File: src/rtl/align_shift_if.sv
// rtl/align_shift_if.sv - handshake and data bundle for the align_shift mantissa alignment stage
//
// Purpose: groups the upstream (swap stage) and downstream (mantissa adder)
// valid/ready handshakes and their payloads into one port.
// Signals:
//   in_valid, in_ready         upstream handshake
//   op1_swap, op2_swap [22:0]  fractions of larger / smaller exponent operand
//   op1_hidden, op2_hidden     hidden bits
//   shift [7:0]                exponent difference (unsigned)
//   swap                       swap flag from the swap stage
//   out_valid, out_ready       downstream handshake
//   big_mant [23:0]            {op1_hidden, op1_swap}
//   small_mant [26:0]          aligned {mant[23:0], G, R, S}
//   swap_out                   registered swap flag
// Modports: slave = alignment stage, master = its environment.
interface align_shift_if;
    logic        in_valid;
    logic        in_ready;
    logic [22:0] op1_swap;
    logic [22:0] op2_swap;
    logic        op1_hidden;
    logic        op2_hidden;
    logic [7:0]  shift;
    logic        swap;
    logic        out_valid;
    logic        out_ready;
    logic [23:0] big_mant;
    logic [26:0] small_mant;
    logic        swap_out;

    modport slave (
        input  in_valid, op1_swap, op2_swap, op1_hidden, op2_hidden, shift, swap,
        input  out_ready,
        output in_ready, out_valid, big_mant, small_mant, swap_out
    );

    modport master (
        output in_valid, op1_swap, op2_swap, op1_hidden, op2_hidden, shift, swap,
        output out_ready,
        input  in_ready, out_valid, big_mant, small_mant, swap_out
    );
endinterface

File: src/rtl/align_shift.sv
// rtl/align_shift.sv - iterative right-shift alignment of the smaller mantissa with guard/round/sticky
//
// Purpose: restores hidden bits, then shifts the smaller-exponent mantissa
// right by min(shift, 27), STEP bits per cycle, folding every bit that falls
// off the bottom into the sticky bit (small_mant[0]).
// Parameters: STEP - bits shifted per SHIFT cycle (1, 2, 4 or 8).
// Ports:
//   clk    clock, rising edge
//   reset  synchronous, active-high
//   bus    align_shift_if.slave (handshakes, operands, results)
// Optional feature: define ALIGN_EARLY_OUT_EN to finish in one cycle when the
// result is trivially known (shift >= 27 or zero mantissa).
module align_shift #(
    parameter int STEP = 4
) (
    input  logic         clk,
    input  logic         reset,
    align_shift_if.slave bus
);

    typedef enum logic [1:0] {
        IDLE,
        SHIFT,
        DONE
    } state_t;

    state_t      state_q, state_d;
    logic [26:0] work_q,  work_d;
    logic [4:0]  rem_q,   rem_d;
    logic [23:0] big_q,   big_d;
    logic        swap_q,  swap_d;

    logic [26:0] shifted;
    logic [4:0]  step_k;
    logic [4:0]  rem_clamp;
    logic [23:0] op2_mant;

    assign op2_mant  = {bus.op2_hidden, bus.op2_swap};
    // Beyond 27 places every mantissa bit is already in sticky.
    assign rem_clamp = (bus.shift > 8'd27) ? 5'd27 : bus.shift[4:0];
    assign step_k    = (rem_q < 5'(STEP)) ? rem_q : 5'(STEP);

    // One-bit shifts repeated up to STEP times; the incoming bit 1 is ORed
    // into bit 0 so sticky accumulates and is never cleared.
    always_comb begin
        shifted = work_q;
        for (int i = 0; i < STEP; i++) begin
            if (5'(i) < rem_q) begin
                shifted = {1'b0, shifted[26:2], shifted[1] | shifted[0]};
            end
        end
    end

    always_comb begin
        state_d = state_q;
        work_d  = work_q;
        rem_d   = rem_q;
        big_d   = big_q;
        swap_d  = swap_q;
        case (state_q)
            IDLE: begin
                if (bus.in_valid) begin
                    big_d  = {bus.op1_hidden, bus.op1_swap};
                    swap_d = bus.swap;
`ifdef ALIGN_EARLY_OUT_EN
                    if (rem_clamp == 5'd27 || op2_mant == 24'd0) begin
                        work_d  = {26'd0, |op2_mant};
                        rem_d   = 5'd0;
                        state_d = DONE;
                    end else begin
                        work_d  = {op2_mant, 3'b000};
                        rem_d   = rem_clamp;
                        state_d = (rem_clamp != 5'd0) ? SHIFT : DONE;
                    end
`else
                    work_d  = {op2_mant, 3'b000};
                    rem_d   = rem_clamp;
                    state_d = (rem_clamp != 5'd0) ? SHIFT : DONE;
`endif
                end
            end
            SHIFT: begin
                work_d = shifted;
                rem_d  = rem_q - step_k;
                if (rem_d == 5'd0) begin
                    state_d = DONE;
                end
            end
            DONE: begin
                if (bus.out_ready) begin
                    state_d = IDLE;
                end
            end
            default: state_d = IDLE;
        endcase
    end

    always_ff @(posedge clk) begin
        if (reset) begin
            state_q <= IDLE;
            work_q  <= 27'd0;
            rem_q   <= 5'd0;
            big_q   <= 24'd0;
            swap_q  <= 1'b0;
        end else begin
            state_q <= state_d;
            work_q  <= work_d;
            rem_q   <= rem_d;
            big_q   <= big_d;
            swap_q  <= swap_d;
        end
    end

    assign bus.in_ready   = (state_q == IDLE) && !reset;
    assign bus.out_valid  = (state_q == DONE);
    assign bus.big_mant   = big_q;
    assign bus.small_mant = work_q;
    assign bus.swap_out   = swap_q;

endmodule
File: src/flat_wrapper.sv
// flat-port wrapper written by rule: the top's interface ports become plain ports
module align_shift_flat 
#(
    parameter int STEP = 4
)
  (clk, reset, bus_in_valid, bus_op1_swap, bus_op2_swap, bus_op1_hidden, bus_op2_hidden, bus_shift, bus_swap, bus_out_ready, bus_in_ready, bus_out_valid, bus_big_mant, bus_small_mant, bus_swap_out);
  align_shift_if bus_i ();
  input  logic clk;
  input  logic reset;
  input wire logic [$bits(bus_i.in_valid)-1:0] bus_in_valid;
  input wire logic [$bits(bus_i.op1_swap)-1:0] bus_op1_swap;
  input wire logic [$bits(bus_i.op2_swap)-1:0] bus_op2_swap;
  input wire logic [$bits(bus_i.op1_hidden)-1:0] bus_op1_hidden;
  input wire logic [$bits(bus_i.op2_hidden)-1:0] bus_op2_hidden;
  input wire logic [$bits(bus_i.shift)-1:0] bus_shift;
  input wire logic [$bits(bus_i.swap)-1:0] bus_swap;
  input wire logic [$bits(bus_i.out_ready)-1:0] bus_out_ready;
  output wire logic [$bits(bus_i.in_ready)-1:0] bus_in_ready;
  output wire logic [$bits(bus_i.out_valid)-1:0] bus_out_valid;
  output wire logic [$bits(bus_i.big_mant)-1:0] bus_big_mant;
  output wire logic [$bits(bus_i.small_mant)-1:0] bus_small_mant;
  output wire logic [$bits(bus_i.swap_out)-1:0] bus_swap_out;
  assign bus_i.in_valid = bus_in_valid;
  assign bus_i.op1_swap = bus_op1_swap;
  assign bus_i.op2_swap = bus_op2_swap;
  assign bus_i.op1_hidden = bus_op1_hidden;
  assign bus_i.op2_hidden = bus_op2_hidden;
  assign bus_i.shift = bus_shift;
  assign bus_i.swap = bus_swap;
  assign bus_i.out_ready = bus_out_ready;
  assign bus_in_ready = bus_i.in_ready;
  assign bus_out_valid = bus_i.out_valid;
  assign bus_big_mant = bus_i.big_mant;
  assign bus_small_mant = bus_i.small_mant;
  assign bus_swap_out = bus_i.swap_out;
  align_shift #(.STEP(STEP)) u_core (.clk(clk), .reset(reset), .bus(bus_i));
endmodule
File: config.mk
export PLATFORM = sky130hd
export DESIGN_NAME = align_shift_flat
export DESIGN_NICKNAME = d
export VERILOG_FILES = /design/src/rtl/align_shift_if.sv /design/src/rtl/align_shift.sv /design/src/flat_wrapper.sv
export SDC_FILE = /design/constraint.sdc
export NUM_CORES = 1
export LEC_CHECK = 0
export ABC_AREA = 1
export ABC_CLOCK_PERIOD_IN_PS = 4100
export CAP_MARGIN = 40
export CORE_UTILIZATION = 51
export CTS_CLUSTER_SIZE = 40
export DETAILED_ROUTE_END_ITERATION = 8
export GPL_TIMING_DRIVEN = 1
export PLACE_DENSITY = 0.86
export SLEW_MARGIN = 40
export SYNTH_ARGS = -nofsm -noshare
export SYNTH_HDL_FRONTEND = slang
export SYNTH_SLANG_ARGS = --single-unit
File: constraint.sdc
create_clock -name clk -period 4.1 [get_ports clk]
set_clock_uncertainty 0.1 [all_clocks]
set_input_delay 0.615 -clock clk [delete_from_list [all_inputs] [get_ports clk]]
set_output_delay 0.615 -clock clk [all_outputs]
set_load 0.02 [all_outputs]
==> results of run 1 <==
[cells in the mapped netlist, types with 4 or more instances]
master / instances
a21oi_1: 49
o21ai_0: 64
inv_1: 56
o211ai_1: 4
nor2_1: 67
buf_4: 5
o21ai_2: 4
clkbuf_8: 4
o21ai_1: 19
dfxtp_1: 59
buf_6: 4
a31oi_1: 5
nand3_1: 77
inv_2: 6
buf_2: 10
nand2_1: 133
clkbuf_1: 9
[worst paths after layout]
kind                            from                        end  slack, ps
max                            reset               bus_in_ready       1370
min          u_core.bus.big_mant[16]    u_core.bus.big_mant[16]        420
max reg2reg        u_core.state_q[0]  u_core.bus.small_mant[14]       1870
min reg2reg  u_core.bus.big_mant[16]    u_core.bus.big_mant[16]        420
[flip-flops by register name, indices dropped and copies added, names as in the netlist]
signal                 flops
u_core.bus.big_mant       24
u_core.bus.small_mant     27
u_core.bus.swap_out        1
u_core.rem_q               5
u_core.state_q             2
[routing by layer]
metal | GRT usage | up-vias
met5 | 0 | -
met4 | 0.137 | 0
met3 | 0.108 | 37
met2 | 0.495 | 206
met1 | 0.336 | 1992
li1 | - | 2156
[kinds of logic (layout without fill, tap and decap cells)]
| group | count (synthesis) | count (layout) | share of synthesized area |
|---|---|---|---|
| AND/OR/NAND/NOR | 291 | 291 | 0.336 |
| AO/OA/AOI/OAI | 151 | 151 | 0.214 |
| buffers and inverters | 99 | 197 | 0.132 |
| flip-flops | 59 | 59 | 0.313 |
| adder cells (fa/ha/maj) | 1 | 1 | 0.00332 |
| other | 1 | 1 | 0.000994 |
[layout make-up]
cell class              instances  area (um2)
fillers                       595        1920
flip-flops and latches         59        1180
clock buffers                   9         124
inverters                      63         241
multi-input cells             444        2100
well taps                      96         120
repair buffers                118        1170
clock inverters                 7         124
[stage by stage]
stage	area, um2	utilization	instances
detailed placement	4810	0.690	780
global route	5060	0.725	796
floorplan	3770	-	602
finish	5060	0.725	796
CTS	5060	0.725	796
global placement	4810	0.689	780
[layout by cell type (no fill, tap or decap), types with 3 or more instances in the layout]
cell,n
nand2_1,133
clkdlybuf4s50_1,114
nand3_1,77
nor2_1,67
o21ai_0,64
dfxtp_1,59
inv_1,55
a21oi_1,49
o21ai_1,19
clkbuf_8,9
inv_2,7
a31oi_1,5
o211ai_1,4
buf_4,4
nor2_4,3
nand2_2,3
inv_6,3
o21ai_2,3
bufinv_16,3
[worst max-delay path, cell delays in order]
cell and delay, ps:
clkdlybuf4s50_1 450, buf_4 310, nor2_1 90, clkdlybuf4s50_1 550
[power groups by stage]
stage | sequential [mW] | clock [mW] | combinational (mW)
after detailed placement | 0.980 | 0 | 2.79
after global routing | 1.00 | 0.712 | 3.16
final | 0.974 | 0.680 | 2.84
after floorplan | 1.19 | 0 | 1.90
after global placement | 0.974 | 0 | 2.71
after CTS | 0.972 | 0.687 | 2.82
==> reports/qor.yml, run 1 <==
numCtsBuffers: 9
postCtsResizedCells: 0
worst_hold_slack_after_final_layout_ps: 422
grt_setup_unrepaired: "no"
die-width_um: 88.0
synth_area_mm2: 0.00377
cap_viol_max_count: 0
wl_met2_mm: 5.23
cellLeakagePower_nw: 2.18
hold_violations: 0
core_area_mm2: 0.00698
finalWorstPathRequiredPeriod_ps: 2730
sw_pwr_mw: 2.29
grt_pass1_vias: 4106
outcome: "completed"
p_sw_frac: 0.509
yosysWarningCount: 0
drt_iter0_drc: 267
clkTransAtPathRegs_ps: 80
total_of_endpoints_with_negative_setup_slack_in_the_final_report: 0
initial_utilization: 0.540
syn-num-nets: 664
longest_clk_path_bufs: 2
grt_start_max_net_pins: 52
finalCritPeriodShare: 0.667
max-vdd-ir-drop_uv: 503
critical_path_arrival_ps: 2020
hold-path-cell-count: 2
worst_pin_slew_ps: 603
wl_met3_mm: 1.03
n_antenna_cell: 0
area_delta_synth_final_pct: 34.2
dieArea_mm2: 0.00774
wl_cell_um: 13.7
hold_path.class: "reg -> reg"
slew-limit-headroom: 0.596
drc: 0
cts_root_buffer: "clkbuf_8"
dr_total_vias: 4391
wire_length_of_the_first_global_routing_pass_mm: 18.0
setup.worst_path.start_class: "primary input"
worstSetupEndpointType: "output pin"
drt-total-wl_mm: 10.9
post-dp-hpwl_mm: 7.40
drt_first_pass_iters: 5
final_max_slew_viol_count: 0
timing.critical_path.fanout_max: 27
reg2reg_depth: 9
dr.max_layer_used: "met4"
ys_top_cells_by_area: "dfxtp_1 (31%), nand2_1 (13%), nand3_1 (10%)"
syn_area_per_cell_um2: 6.27
grt_use_total: 0.296
cts_num_sinks: 59
synth.lib_cells_used.distinct: 37
placement_row_count: 30
detail-route-antenna-nets: 0
synth_top_area_share: 0.313
number_of_cells_produced_by_synthesis: 602
clkPwrFrac: 0.151
power_mw: 4.50
tritoncts_clock_tree: "built"
critPathKind: "in -> out"
final.setup.worst_slack_ps: 1370
comb_power_share: 0.632
worstPathRequired_ps: 3380
htree_num_levels: 3
p_int_mw: 2.21
power_density_mw_per_mm2: 889
synth-edff-count: 0
synth.yosys.seq_area_share: 0.313
number_of_antenna_violations_at_the_first_check_in_global_routing: 0
fin_tns_setup_ps: 0
drive_gt1_frac: 0.0643
final_nets: 757
io_buffers: 114
wl_met1_mm: 4.34
postCtsSetupBuffers: 0
fmax_ghz: 0.366
sequentialPowerShare: 0.217
post_cts_hold_buffer_count: 0
avgViaCountPerCell: 5.52
post_synth_top_area_cell: "dfxtp_1"
grt_residual_overflow: 0
dpl_worst_slack_ps: 1370
yosys_most_used_dff: "dfxtp_1"
die_y_um: 88.0
clkLatencyLatePin_ps: 350
routability_driven_placement_congestion_ratio: 0.861
fraction_of_registers_with_async_set_reset: 0
synth.ff_latch_count: 59
io_pins: 115
No activity file was read; power rests on OpenSTA's default activity.
==> inputs of run 2 (changes only) <==
ABC_CLOCK_PERIOD_IN_PS = 2300   (was 4100)
CORE_UTILIZATION = 43   (was 51)
PLACE_DENSITY = 0.77   (was 0.86)
clock period = 2.3 ns   (was 4.1 ns; I/O delays follow)
==> run 2 against run 1 <==
Non-clock buffer count rose by 9. Design area is 2.1% higher. Critical endpoint is now bus_out_valid. Final cell count rose by 2.1%. Critical path type is now reg -> out. Combinational power is 80% higher.
==> reports/qor.yml, run 2 (synthesis results as in run 1) <==
drt-total-wl_mm: 10.7  # -1.8%
use_met1: 0.306  # -0.0298
clkTransAtPathRegs_ps: 70  # about the same
placement_row_count: 33  # +10%
grt_setup_unrepaired: "no"
io_pins: 115  # unchanged
total_of_endpoints_with_negative_setup_slack_in_the_final_report: 0  # unchanged
die_y_um: 95.7  # +8.7%
final_common_cell: "nand2_1"
dieArea_mm2: 0.00915  # +18%
number_of_flip_flops_in_the_largest_register: 27  # unchanged
finish.utilization: 0.620  # -0.105
worst_pin_slew_ps: 597  # -5.72 ps
routability_driven_placement_congestion_ratio: 0.863  # +0.33%
wl_cell_um: 13.2  # -3.9%
tritoncts_clock_tree: "built"
gr-usage-met3: 0.0606  # -0.0478
area_delta_synth_final_pct: 37.0
drive_gt1_frac: 0.0734  # +0.00916
core_area_mm2: 0.00834  # +19%
avgViaCountPerCell: 5.32  # -3.5%
finalCritPeriodShare: 0.933
grt_start_max_net_pins: 50  # -3.8%
postCtsResizedCells: 0  # unchanged
wire_length_of_the_first_global_routing_pass_mm: 17.7  # -1.9%
most-common-layout-cells: "nand2_1 (133), clkdlybuf4s50_1 (114), nand3_1 (77), nor2_1 (67), o21ai_0 (64)"
initial_utilization: 0.452  # -0.0880
die-width_um: 95.7  # +8.7%
n_antenna_cell: 0  # unchanged
critical_path_arrival_ps: 1700  # -320 ps
numCtsBuffers: 9  # unchanged
hold_violations: 0  # unchanged
setup.worst_path.start_class: "flip-flop"
hold_path.class: "reg -> reg"
post_cts_hold_buffer_count: 0  # unchanged
power_density_mw_per_mm2: 1580  # +77%
io_buffers: 114  # unchanged
hold-path-cell-count: 2  # unchanged
reg2reg_depth: 10  # +1
drt_first_pass_iters: 5  # unchanged
final_nets: 766  # +1.2%
longest_clk_path_bufs: 2  # unchanged
grt_residual_overflow: 0  # unchanged
worstSetupEndpointType: "output pin"
fmax_ghz: 0.466
cts_root_buffer: "clkbuf_8"
fillerInstances: 780  # +31%
gr-max-usage-layer: "met2"
cap_viol_max_count: 0  # unchanged
detail-route-antenna-nets: 0  # unchanged
slew-limit-headroom: 0.600  # +0.00383
cts_num_sinks: 59  # unchanged
number_of_antenna_violations_at_the_first_check_in_global_routing: 0  # unchanged
grt_use_met2: 0.406  # -0.0888
dr_total_vias: 4328  # -1.4%
cellLeakagePower_nw: 2.24  # +2.8%
timing.critical_path.fanout_max: 4  # -85%
worstPathRequired_ps: 1860  # -1520 ps
grt_pass1_vias: 4005  # -2.5%
critPathKind: "reg -> out"
postCtsSetupBuffers: 0  # unchanged
fin_tns_setup_ps: 0  # unchanged
clkLatencyLatePin_ps: 340  # about the same
finalWorstPathRequiredPeriod_ps: 2150
outcome: "completed"
max-vdd-ir-drop_uv: 655  # +30%
grt_use_total: 0.245  # -0.0510
post-dp-hpwl_mm: 7.53  # +1.8%
drc: 0  # unchanged
drt_iter0_drc: 328  # +23%
htree_num_levels: 3  # unchanged
final_max_slew_viol_count: 0  # unchanged
[run 2: cell types whose count changed in the layout (fill, tap and decap cells not counted), sizes merged]
cell,before,now
inv,65,63
buf,4,13
bufinv,3,4
clkinvlp,1,0
clkbuf,9,10
[run 2: worst max-delay path, cell delays in order, from the launching register on]
cell             delay [ps]
dfxtp_1                 460
inv_2                    90
nor2_1                  150
clkdlybuf4s50_1         650
[run 2: path summary, 6_finish.rpt]
| kind | from | endpoint | slack (ps) |
|---|---|---|---|
| min reg2reg | u_core.bus.big_mant[13] | u_core.bus.big_mant[13] | 420 |
| max | u_core.state_q[1] | bus_out_valid | 150 |
| max reg2reg | u_core.rem_q[3] | u_core.bus.small_mant[1] | 290 |
| min | u_core.bus.big_mant[13] | u_core.bus.big_mant[13] | 420 |
[run 2: report_power, final]
group / switching [mW] / internal (mW)
registers: 0.322 / 1.42
clock network: 0.428 / 0.851
logic: 3.24 / 1.88
total: 3.99 / 4.16
[run 2: cell type report]
class	count	area [um2]	share of cell area
multi-input cells	444	2100	0.406
repair buffers	127	1250	0.242
flip-flops and latches	59	1180	0.229
inverters	63	241	0.0467
clock buffers	10	138	0.0266
well taps	105	131	0.0254
clock inverters	5	125	0.0242
[run 2: metrics by stage]
step	power, mW	area, um2	cells	worst slack (ps)	hold WS (ps)
after detailed placement	6.80	4910	798	210	404
final	8.15	5170	813	153	420
after global placement	6.72	4900	798	298	391
after floorplan	5.51	3770	602	591	380
after global routing	8.86	5170	813	43.1	463
after CTS	8.13	5170	813	152	424
[run 2: metal layers]
layer | vias up | part of all wire
li1 | 2184 | -
met1 | 1912 | 0.44
met2 | 214 | 0.46
met3 | 18 | 0.093
met4 | 0 | 0.016
met5 | - | 0
==> inputs of run 3 (changes only) <==
PLACE_DENSITY = 0.83   (was 0.77)
==> run 3 against run 2 <==
Final cell count is 0.12% lower. Via count rose by 0.62%. Routed wire length is 1.1% higher. Power down 1.8%. Worst hold slack gained 1.9 ps. Sequential power about the same. Combinational power is 1% higher. Largest cell class unchanged. Count of clock-buffer cells in the layout did not move. Critical endpoint unchanged. Critical path type unchanged. Critical path depth unchanged. Sequential cell count unchanged. Sequential share of layout area rose by 0.17 points.
==> reports/qor.yml, run 3 (synthesis results as in run 1) <==
outcome: "completed"
grt_use_total: 0.246  # +0.00105
total_of_endpoints_with_negative_setup_slack_in_the_final_report: 0  # unchanged
grt_pass1_vias: 4126  # +3.0%
post-dp-hpwl_mm: 7.54  # +0.16%
io_buffers: 114  # unchanged
fillerInstances: 765  # -1.9%
critical_path_arrival_ps: 1710  # about the same
hold_violations: 0  # unchanged
finalWorstPathRequiredPeriod_ps: 2160  # +12.9 ps
dr_total_vias: 4355  # +0.62%
timing.critical_path.fanout_max: 4  # unchanged
postCtsResizedCells: 0  # unchanged
use_met1: 0.282  # -0.0242
io_pins: 115  # unchanged
r2r_setup_slack_ps: 270  # -20 ps
slew-limit-headroom: 0.573  # -0.0277
postCtsSetupBuffers: 0  # unchanged
number_of_flip_flops_in_the_largest_register: 27  # unchanged
finalCritPeriodShare: 0.939  # +0.00561
placement_row_count: 33  # unchanged
worst_pin_slew_ps: 639  # +41.4 ps
dieArea_mm2: 0.00915  # unchanged
critPathKind: "reg -> out"
drt_first_pass_iters: 5  # unchanged
clkLatencyLatePin_ps: 340  # about the same
post_dp_cell_area_mm2: 0.00490  # about the same
worstSetupEndpointType: "output pin"
drc: 0  # unchanged
setup.worst_path.start_class: "flip-flop"
clkTransAtPathRegs_ps: 70  # about the same
drt_iter0_drc: 300  # -8.5%
grt_start_max_net_pins: 50  # unchanged
power_density_mw_per_mm2: 1560  # -1.1%
cap_viol_max_count: 0  # unchanged
initial_utilization: 0.452  # unchanged
avgViaCountPerCell: 5.36  # +0.75%
die-width_um: 95.7  # unchanged
area_delta_synth_final_pct: 36.0
most-common-layout-cells: "nand2_1 (133), clkdlybuf4s50_1 (114), nand3_1 (77), nor2_1 (67), o21ai_0 (64)"
gr-max-usage-layer: "met2"
numCtsBuffers: 9  # unchanged
wire_length_of_the_first_global_routing_pass_mm: 17.9  # +1.2%
fmax_ghz: 0.463  # -0.60%
number_of_antenna_violations_at_the_first_check_in_global_routing: 0  # unchanged
core_area_mm2: 0.00834  # unchanged
routability_driven_placement_congestion_ratio: 0.869  # +0.65%
htree_num_levels: 3  # unchanged
timing.critical_path.slowest_cell_delay_ps: 630  # -20 ps
cellLeakagePower_nw: 2.22  # -1.3%
max-vdd-ir-drop_uv: 556  # -15%
reg2reg_depth: 10  # unchanged
tritoncts_clock_tree: "built"
detail-route-antenna-nets: 0  # unchanged
cp_top_family: "buffers and inverters"
timing.critical_path.cells: "inv_2, nor2_1, clkdlybuf4s50_1"
fin_tns_setup_ps: 0  # unchanged
hold-path-cell-count: 2  # unchanged
cts_num_sinks: 59  # unchanged
grt_residual_overflow: 0  # unchanged
crit_path_top_delay_cell: "clkdlybuf4s50_1"
drt-total-wl_mm: 10.8  # +1.1%
cts_root_buffer: "clkbuf_8"
gr-usage-met3: 0.0797  # +0.0191
crit_cells: 3  # unchanged
grt_use_met2: 0.420  # +0.0137
final_common_cell: "nand2_1"
post_cts_hold_buffer_count: 0  # unchanged
timing.critical_path.buf_inv: 2  # unchanged
final_nets: 764  # -0.26%
longest_clk_path_bufs: 2  # unchanged
die_y_um: 95.7  # unchanged
worstPathRequired_ps: 1860  # about the same
worst_hold_slack_after_final_layout_ps: 422  # +1.89 ps
hold_path.class: "reg -> reg"
wl_cell_um: 13.4  # +1.2%
drive_gt1_frac: 0.0721  # -0.00131
grt_setup_unrepaired: "no"
final_max_slew_viol_count: 0  # unchanged
design_area_mm2: 0.00513  # -0.75%
n_antenna_cell: 0  # unchanged
[run 3: final cells by class]
| class | instances | area [um2] | area share |
|---|---|---|---|
| clock buffer | 10 | 138 | 0.0268 |
| multi-input combinational | 444 | 2100 | 0.410 |
| tap | 105 | 131 | 0.0256 |
| timing repair buffer | 125 | 1250 | 0.243 |
| clock inverter | 6 | 88.8 | 0.0173 |
| inverter | 63 | 241 | 0.0471 |
| sequential | 59 | 1180 | 0.230 |
[run 3: worst register-to-register path: stages, from the launching register on]
cell      delay, ps
dfxtp_1         360
nor2_4          160
nand2_4         120
inv_6           110
nand2_8         140
nand2_2         390
o211ai_1        190
nand3_1         160
o211ai_2         90
nand2_1          70
inv_1            40
[run 3: through the flow]
step / worst slack [ps] / total power, mW / utilization / instances
floorplan: 591 / 5.51 / - / 602
finish: 140 / 8.00 / 0.615 / 812
CTS: 127 / 7.97 / 0.615 / 812
detailed placement: 314 / 6.84 / 0.588 / 796
global placement: 308 / 6.71 / 0.587 / 796
global route: 42.0 / 8.68 / 0.615 / 812
[run 3: per-layer routing]
layer / share of wire / wire (um)
met1: 0.40 / 4340
met5: 0 / 0
met4: 0.019 / 203
met3: 0.11 / 1180
met2: 0.47 / 5120
[run 3: worst paths after layout]
check,from,end
worst min register to register,u_core.bus.big_mant[19],u_core.bus.big_mant[19]
worst max-delay path,u_core.state_q[1],bus_out_valid
worst min-delay path,u_core.bus.big_mant[19],u_core.bus.big_mant[19]
worst max register to register,u_core.rem_q[4],u_core.bus.small_mant[1]
[run 3: power by group]
part	switching, mW	internal (mW)	leakage, nW
Combinational	3.27	1.90	1.62
Clock	0.450	0.639	0.108
Sequential	0.323	1.42	0.489
